**config.mk**
```make
export PLATFORM = sky130hd
export DESIGN_NAME = sram_arbiter
export DESIGN_NICKNAME = d
export VERILOG_FILES = /design/src/rtl/sram_arb_pkg.sv /design/src/rtl/sram_arbiter_rr2.sv /design/src/rtl/sram_arbiter.sv
export SDC_FILE = /design/constraint.sdc
export NUM_CORES = 1
export LEC_CHECK = 0
export ABC_AREA = 1
export CORE_UTILIZATION = 40
export CTS_CLUSTER_DIAMETER = 100
export DETAILED_ROUTE_END_ITERATION = 8
export PLACE_DENSITY_LB_ADDON = 0.3
export SLEW_MARGIN = 10
export SYNTH_ARGS = -nofsm -noshare
export SYNTH_HDL_FRONTEND = slang
export SYNTH_SLANG_ARGS = --single-unit
```
**constraint.sdc**
```tcl
create_clock -name Clk -period 1.7 [get_ports Clk]
set_input_delay 0.255 -clock Clk [delete_from_list [all_inputs] [get_ports Clk]]
set_output_delay 0.255 -clock Clk [all_outputs]
set_load 0.005 [all_outputs]
```
**src/rtl/sram_arb_pkg.sv**
```systemverilog
// Purpose: shared types and constants for the eLC-3 SRAM arbiter.
// Latency: n/a (declarations only).
// Backpressure: n/a.
package sram_arb_pkg;

  typedef enum logic [1:0] {
    IDLE   = 2'd0,
    SETUP  = 2'd1,
    ACCESS = 2'd2,
    DONE   = 2'd3
  } arb_state_t;

  typedef enum logic {
    REQ_CPU = 1'b0,
    REQ_LD  = 1'b1
  } req_id_t;

  localparam logic RW_READ  = 1'b0;
  localparam logic RW_WRITE = 1'b1;

  localparam int DEF_RD_WAIT = 2;
  localparam int DEF_WR_WAIT = 2;

  // Bit positions inside the one-hot grant vector.
  localparam int GNT_CPU = 0;
  localparam int GNT_LD  = 1;

  // Wait-counter load value for the ACCESS phase of a given direction.
  function automatic logic [3:0] wait_load(input logic rw, input int rd_w, input int wr_w);
    return (rw == RW_WRITE) ? 4'(wr_w) : 4'(rd_w);
  endfunction

endpackage

```
**src/rtl/sram_arbiter_rr2.sv**
```systemverilog
// Purpose: 2-way alternating-priority grant; on contention the side not granted last wins.
// Latency: combinational, zero cycles.
// Backpressure: grants nothing while en is low; requests are simply re-evaluated later.
module arb_rr2
  import sram_arb_pkg::*;
(
  input  logic       req_cpu,
  input  logic       req_ld,
  input  req_id_t    last_grant,
  input  logic       en,
  output logic [1:0] gnt
);

  // One-hot grant: single requester wins outright, contention alternates.
  always_comb begin
    gnt = 2'b00;
    if (en) begin
      if (req_cpu && req_ld) begin
        if (last_grant == REQ_LD) gnt[GNT_CPU] = 1'b1;
        else                      gnt[GNT_LD]  = 1'b1;
      end else if (req_cpu) begin
        gnt[GNT_CPU] = 1'b1;
      end else if (req_ld) begin
        gnt[GNT_LD] = 1'b1;
      end
    end
  end

endmodule

```
**src/rtl/sram_arbiter.sv**
```systemverilog
// Purpose: shares one 16-bit async SRAM between the CPU port and the program loader, generating CE/OE/WE sequences.
// Latency: ack in cycle 2+WAIT after the request is sampled in IDLE; back-to-back period 3+WAIT.
// Backpressure: requests are held level until ack; a losing requester waits in IDLE. Optional macro SRAM_ARB_BYTE_LANE_EN adds CPU_ByteSel.
module sram_arbiter
  import sram_arb_pkg::*;
#(
  parameter int         RD_WAIT = DEF_RD_WAIT,
  parameter int         WR_WAIT = DEF_WR_WAIT,
  parameter logic [3:0] ADDR_HI = 4'h0
) (
  input  logic        Clk,
  input  logic        Reset,
  input  logic        CPU_Req,
  input  logic        CPU_RW,
  input  logic [15:0] CPU_Addr,
  input  logic [15:0] CPU_WData,
`ifdef SRAM_ARB_BYTE_LANE_EN
  input  logic [1:0]  CPU_ByteSel,
`endif
  output logic [15:0] CPU_RData,
  output logic        CPU_Ack,
  input  logic        LD_Req,
  input  logic [15:0] LD_Addr,
  input  logic [15:0] LD_WData,
  output logic        LD_Ack,
  output logic        Busy,
  output logic        SRAM_CE_N,
  output logic        SRAM_OE_N,
  output logic        SRAM_WE_N,
  output logic        SRAM_LB_N,
  output logic        SRAM_UB_N,
  output logic [19:0] SRAM_ADDR,
  output logic [15:0] SRAM_DQ_Out,
  output logic        SRAM_DQ_OE,
  input  logic [15:0] SRAM_DQ_In
);

  arb_state_t  state, state_nxt;
  logic [3:0]  cnt;
  logic        rw_q;
  req_id_t     id_q;
  req_id_t     last_grant;
  logic [15:0] addr_q;
  logic [15:0] wdata_q;
  logic [15:0] rdata_q;
  logic [1:0]  lanes_q;   // bit0 = low byte enabled, bit1 = high byte enabled
  logic [1:0]  gnt;
  logic [1:0]  cpu_lanes;
  logic        is_wr;
  logic        last_access;

`ifdef SRAM_ARB_BYTE_LANE_EN
  assign cpu_lanes = CPU_ByteSel;
`else
  assign cpu_lanes = 2'b11;
`endif

  assign is_wr       = (rw_q == RW_WRITE);
  assign last_access = (state == ACCESS) && (cnt == 4'd1);

  arb_rr2 u_rr2 (
    .req_cpu    (CPU_Req),
    .req_ld     (LD_Req),
    .last_grant (last_grant),
    .en         (state == IDLE),
    .gnt        (gnt)
  );

  // State register; reset drops any access in flight, truncating a write pulse.
  always_ff @(posedge Clk) begin
    if (Reset) state <= IDLE;
    else       state <= state_nxt;
  end

  // Next state and SRAM strobes, all decoded from registered state.
  always_comb begin
    state_nxt  = state;
    SRAM_CE_N  = 1'b1;
    SRAM_OE_N  = 1'b1;
    SRAM_WE_N  = 1'b1;
    SRAM_LB_N  = 1'b1;
    SRAM_UB_N  = 1'b1;
    SRAM_DQ_OE = 1'b0;
    CPU_Ack    = 1'b0;
    LD_Ack     = 1'b0;
    unique case (state)
      IDLE: begin
        if (|gnt) state_nxt = SETUP;
      end
      SETUP: begin
        state_nxt  = ACCESS;
        SRAM_CE_N  = 1'b0;
        SRAM_LB_N  = ~lanes_q[0];
        SRAM_UB_N  = ~lanes_q[1];
        SRAM_DQ_OE = is_wr;
      end
      ACCESS: begin
        if (cnt == 4'd1) state_nxt = DONE;
        SRAM_CE_N  = 1'b0;
        SRAM_LB_N  = ~lanes_q[0];
        SRAM_UB_N  = ~lanes_q[1];
        SRAM_DQ_OE = is_wr;
        SRAM_WE_N  = ~is_wr;
        SRAM_OE_N  = is_wr;
      end
      DONE: begin
        state_nxt  = IDLE;
        SRAM_CE_N  = 1'b0;
        SRAM_LB_N  = ~lanes_q[0];
        SRAM_UB_N  = ~lanes_q[1];
        // Keep driving write data one more cycle for hold time after WE_N rises.
        SRAM_DQ_OE = is_wr;
        CPU_Ack    = (id_q == REQ_CPU);
        LD_Ack     = (id_q == REQ_LD);
      end
      default: state_nxt = IDLE;
    endcase
  end

  // Grant capture, wait counter and read-data capture.
  always_ff @(posedge Clk) begin
    if (Reset) begin
      cnt        <= 4'd0;
      rw_q       <= RW_READ;
      id_q       <= REQ_LD;
      last_grant <= REQ_LD;
      addr_q     <= 16'h0000;
      wdata_q    <= 16'h0000;
      rdata_q    <= 16'h0000;
      lanes_q    <= 2'b11;
    end else begin
      if (state == IDLE && gnt[GNT_LD]) begin
        rw_q       <= RW_WRITE;
        id_q       <= REQ_LD;
        last_grant <= REQ_LD;
        addr_q     <= LD_Addr;
        wdata_q    <= LD_WData;
        lanes_q    <= 2'b11;
      end else if (state == IDLE && gnt[GNT_CPU]) begin
        rw_q       <= CPU_RW;
        id_q       <= REQ_CPU;
        last_grant <= REQ_CPU;
        addr_q     <= CPU_Addr;
        wdata_q    <= CPU_WData;
        lanes_q    <= cpu_lanes;
      end
      if (state == SETUP)  cnt <= wait_load(rw_q, RD_WAIT, WR_WAIT);
      if (state == ACCESS) cnt <= cnt - 4'd1;
      // CPU_RData only changes on a CPU read, so it survives loader traffic.
      if (last_access && !is_wr && id_q == REQ_CPU) rdata_q <= SRAM_DQ_In;
    end
  end

  assign Busy        = (state != IDLE);
  assign CPU_RData   = rdata_q;
  assign SRAM_ADDR   = {ADDR_HI, addr_q};
  assign SRAM_DQ_Out = wdata_q;

endmodule
```
==> metrics.txt, run 1 <==
status=completed; RSZ-0062 raised after global routing=false; final setup violation count=0; Yosys warning count=0; crit start category=flip-flop; DR iter-0 viols=95; DRC errors left=0; mapped cell area=slightly below 3000 um^2; Mean Syn Cell Area=around 6.4 um^2; First-pass DRT Iterations=4; Cells after Synth=about 450; fin nets=roughly 670; post-route ant nets=0; critical path type=flip-flop to output port; fraction of layout cells with a size suffix above 1=roughly 5.5%; Starting Density=between 40% and 50%; Pins Over Slew Limit=0; TritonCTS Buffers=5; die area=roughly 7600 um^2; Fin. Hold Viols=0; sequential element share of the synthesized area=between 30% and 40%; largest net degree at the start of global routing=44; I/O pins=approximately 150; sequential cell area=about 1100 um^2; Leak=approximately 2.3 nW; Ant. Diodes=0; row count=30; Final period util=between 90 and 100%; Wirelength per Cell=between 10 and 15 um; Via Count=3055; CP max-delay cell=clkdlybuf4s50_1; post-route insts no fill=slightly below 700; clock skew=4.54 ps; placed cell count=670; initial antenna violation count=0; area of the multi-input gates=between 1000 and 1500 um^2; GRT busiest layer=met2; Netlist cell types=22; commonest non-fill, non-tap cells in the layout=clkdlybuf4s50_1, nand2_1, inv_1, nand3_1, dfxtp_1; port bufs=141; M2 GR Usage=a little under two fifths; PwrDens=roughly 1200 nW/um^2; crit-path max FO=6; vias in the first global route=approximately 2.8k; worst skew pair latency=about 300 ps; Yosys reg bits=56; Clk Tree Root Cell=clkbuf_8; TritonCTS Sinks=between 50 and 60; Fmax=approximately 600 MHz; setup total negative slack=0 ps; most common cell after layout, fill and taps aside=clkdlybuf4s50_1; Required @ worst endpoint=around 1400 ps; GR Util All Layers=20.4%; minimum clock period=between 1500 and 2000 ps; H-tree Lvls=2; max cap viols=0; HPWL Detailed=between 5 and 6 mm; M1 GR Usage=22.4%; crit path cell chain=inv_1 -> ha_4 -> clkdlybuf4s50_1; die height=87.2 um; Post-Route WL=approximately 7.7 mm; Via density=about 4.5; Fillers=just over 600; global-route wire length before repair=12.3 mm; grt total ovfl=0; Max clock buf depth=2; slowest stage delay, CP=approximately 500 ps; Routability Congestion=about 0.79; M3 GR Usage=slightly below 7%; crit path capture type=output port; Arr. time, crit path=between 1000 and 1500 ps; Clk pin slew, worst setup/hold paths=approximately 100 ps; CTS tree=yes; Post-CTS Hold Buffers=0; die width=a little under 90 um; worst min-delay path category=flip-flop to flip-flop; Area Growth Syn to Fin=56.2%; maximum vdd drop=0.000620 V; Core Area=around 7000 um^2
==> cell type report <==
cell class	instances	share of cell area, %
sequential	56	24.8
multi-input combinational	277	27.9
tap	96	2.65
clock buffer	7	2.12
timing repair buffer	153	34.3
clock inverter	1	0.662
inverter	91	7.58
==> logic make-up after synthesis <==
group	synth area share (%)
buf+inv	18.8
simple gates	33.1
compound gates	7.24
fa+ha+maj	2.15
flops	38.6
other cells	0.129
==> through the flow <==
step / instance area (um^2) / util [%] / hold WS (ps) / setup slack (ps) / total power [mW]
2_1_floorplan: 2920 / - / 324 / 233 / 3.37
3_3_place_gp: 4370 / 63.3 / 465 / 136 / 4.40
3_5_place_dp: 4370 / 63.3 / 472 / 51.9 / 4.47
4_1_cts: 4530 / 65.7 / 491 / 5.35 / 5.53
5_1_grt: 4540 / 65.7 / 506 / 0.154 / 5.93
6_report: 4540 / 65.7 / 487 / 36.8 / 5.51
==> routing by layer <==
metal	vias to the layer above	share of wire, %	wire (um)
met5	-	0	0
met4	0	1.7	129
met3	14	7.9	606
met2	115	48	3720
met1	1316	42	3220
li1	1610	-	-
==> worst max-delay path, delay by kind of cell, from the launching register on <==
family                   cells  cell delay, ps
buffers and inverters        2             590
adder cells (fa/ha/maj)      1             160
flip-flops                   1             340
==> power breakdown <==
part	internal (mW)	switching [mW]	leakage, nW	total [mW]
Sequential	1.65	0.192	0.462	1.84
Combinational	1.38	1.35	1.79	2.73
Clock	0.520	0.420	0.0645	0.940
==> Yosys cell counts <==
cell type | number | area share, %
a21oi_1 | 7 | 1.2
and3_1 | 2 | 0.43
buf_1 | 1 | 0.13
buf_2 | 8 | 1.4
buf_4 | 12 | 3.1
buf_6 | 5 | 1.9
clkbuf_1 | 4 | 0.52
conb_1 | 1 | 0.13
dfxtp_1 | 56 | 39
ha_1 | 5 | 2.2
inv_1 | 90 | 12
inv_2 | 1 | 0.13
nand2_1 | 108 | 14
nand2_2 | 3 | 0.65
nand2_4 | 1 | 0.39
nand3_1 | 67 | 12
nand3b_1 | 1 | 0.26
nor2_1 | 41 | 5.3
nor2_2 | 1 | 0.22
nor3_1 | 2 | 0.34
o21ai_0 | 33 | 5.7
o21ai_1 | 2 | 0.34
==> flip-flops by register name, summed over array words and instances (netlist names) <==
name	flops
cnt	4
state	2
last_grant	1
CPU_RData	16
is_wr	1
SRAM_DQ_Out	16
addr_q	16
==> final timing paths <==
path | to | startpoint | cells past startpoint | slack (ps)
max reg2reg | addr_q[10]$_SDFFE_PP0P_ | state[1]$_SDFFE_PP0P_ | 10 | 140
min reg2reg | CPU_RData[3]$_SDFFE_PP0P_ | CPU_RData[3]$_SDFFE_PP0P_ | 2 | 490
min | CPU_RData[3]$_SDFFE_PP0P_ | CPU_RData[3]$_SDFFE_PP0P_ | 2 | 490
max | SRAM_UB_N | state[1]$_SDFFE_PP0P_ | 3 | 40
==> what timing repair did <==
item / in CTS / in global routing
hold endpoints to repair: 0 / 0
setup buffers: 3 / 0
pin swaps: 1 / 1
setup endpoints to repair: 9 / 7
resized for setup: 13 / 2
cloned: 0 / 0
Note: power is estimated with default switching activity, not from simulation.
==> run 2, diff against run 1 <==
--- a/config.mk
+++ b/config.mk
@@ -9,7 +9,7 @@
 export CORE_UTILIZATION = 40
 export CTS_CLUSTER_DIAMETER = 100
 export DETAILED_ROUTE_END_ITERATION = 8
-export PLACE_DENSITY_LB_ADDON = 0.3
+export PLACE_DENSITY = 0.91
 export SLEW_MARGIN = 10
 export SYNTH_ARGS = -nofsm -noshare
 export SYNTH_HDL_FRONTEND = slang
==> metrics.txt, run 2 (same netlist as run 1, synthesis figures left out) <==
TritonCTS Buffers=5 (unchanged); die height=87.2 um (unchanged); Via density=4.54 (was 4.49); vias in the first global route=2858 (was 2828); final setup violation count=0 (unchanged); most common cell after layout, fill and taps aside=clkdlybuf4s50_1 (unchanged); H-tree Lvls=2 (unchanged); Required @ worst endpoint=1440 ps (about the same); Placed Instance Area=4370 um^2 (about the same); DR iter-0 viols=134 (was 95); Hold Startpoint=CPU_RData[3]$_SDFFE_PP0P_ (unchanged); Arr. time, crit path=1310 ps (was 1410 ps); grt total ovfl=0 (unchanged); maximum vdd drop=0.000512 V (was 0.000620 V); Area Growth Syn to Fin=55.0% (was 56.2%); worst skew pair latency=300 ps (about the same); Setup WS pre-CTS=21.1 ps (was 51.9 ps); RSZ-0062 raised after global routing=false (unchanged); Starting Density=42.1% (unchanged); Max clock buf depth=2 (unchanged); status=completed (unchanged); fin nets=676 (was 674); Via Count=3100 (was 3055); crit-path max FO=7 (was 6); Post-CTS Hold Buffers=0 (unchanged); final setup margin=135 ps (was 36.8 ps); worst reg2reg path startpoint=state[1]$_SDFFE_PP0P_ (unchanged); setup total negative slack=0 ps (unchanged); Clk Tree Root Cell=clkbuf_8 (unchanged); critical path type=flip-flop to output port (unchanged); initial antenna violation count=0 (unchanged); HPWL Detailed=5.79 mm (was 5.46 mm); post-route cell area=4500 um^2 (was 4540 um^2); Leak=2.30 nW (was 2.32 nW); die area=7610 um^2 (unchanged); Fin. Hold Viols=0 (unchanged); First-pass DRT Iterations=4 (unchanged); DRC errors left=0 (unchanged); I/O pins=146 (unchanged); die width=87.2 um (unchanged); Wirelength per Cell=11.3 um (about the same); Hold Slack=486 ps (was 487 ps); crit path capture type=output port (unchanged); Core Area=6910 um^2 (unchanged); clock skew=9.01 ps (was 4.54 ps); fraction of layout cells with a size suffix above 1=5.79% (was 5.47%); Pins Over Slew Limit=0 (unchanged); TritonCTS Sinks=56 (unchanged); post-route ant nets=0 (unchanged); global-route wire length before repair=12.4 mm (was 12.3 mm); minimum clock period=1570 ps (was 1660 ps); port bufs=141 (unchanged); CTS tree=yes (unchanged); Final Power=5.31 mW (was 5.51 mW); largest net degree at the start of global routing=35 (was 44); commonest non-fill, non-tap cells in the layout=clkdlybuf4s50_1, nand2_1, inv_1, nand3_1, dfxtp_1 (unchanged); Post-Route WL=7.75 mm (was 7.67 mm); GR Util All Layers=20.3% (was 20.4%); Final period util=92.1% (was 97.8%); Routability Congestion=0.828 (was 0.795); Fmax=639 MHz (was 601 MHz); Clk pin slew, worst setup/hold paths=90 ps (was 100 ps); row count=30 (unchanged); PwrDens=1180 nW/um^2 (was 1210 nW/um^2); Fillers=580 (was 607); crit start category=flip-flop (unchanged); Worst Setup SP=state[1]$_SDFFE_PP0P_ (unchanged); max cap viols=0 (unchanged); Ant. Diodes=0 (unchanged); worst min-delay path category=flip-flop to flip-flop (unchanged)
run 2: cell count changes in the layout (fill, tap and decap cells not counted), moves of 2 or more:
cell,before,now
clkdlybuf4s50_1,134,132
inv_2,1,3
buf_4,7,10
dlygate4sd2_1,6,8
run 2: layout make-up:
| class | instances | area [um^2] | share of cell area [%] |
|---|---|---|---|
| Clock inverter | 1 | 7.51 | 0.167 |
| Multi-Input combinational cell | 277 | 1270 | 28.1 |
| Clock buffer | 7 | 86.3 | 1.92 |
| Inverter | 91 | 342 | 7.58 |
| Tap cell | 96 | 120 | 2.67 |
| Timing Repair Buffer | 155 | 1560 | 34.6 |
| Sequential cell | 56 | 1120 | 24.9 |
run 2: path summary, 6_finish.rpt:
check	cells after the start	to	slack, ps
worst max-delay path	4	SRAM_LB_N	130
worst min-delay path	2	CPU_RData[3]$_SDFFE_PP0P_	490
worst max register to register	10	SRAM_DQ_Out[9]$_SDFFE_PP0P_	150
worst min register to register	2	CPU_RData[3]$_SDFFE_PP0P_	490
run 2: per-layer routing:
metal	up-vias	wire length, um	GRT usage, %
li1	1616	-	-
met2	107	3830	37.8
met5	-	0	0
met3	12	450	5.21
met1	1365	3350	22.7
met4	0	118	6.11
run 2: repair_timing:
action / in CTS / in global routing
gates resized for setup: 16 / 2
setup endpoints to repair: 9 / 2
pin swaps: 1 / 0
setup buffers: 4 / 0
run 2: critical path, stage by stage (launching register included):
cell and delay [ps]:
dfxtp_2 370, inv_2 60, ha_4 180, buf_4 130, dlygate4sd2_1 270
run 2: report_power, final:
group / internal, mW / switching (mW)
Clock: 0.332 / 0.407
Sequential: 1.65 / 0.198
Combinational: 1.38 / 1.35
Total: 3.36 / 1.95
run 2: per-stage QoR:
step	util [%]	cells
after floorplan	-	454
after global placement	63.2	671
after detailed placement	63.2	671
after CTS	65.2	683
after global routing	65.2	683
final	65.2	683
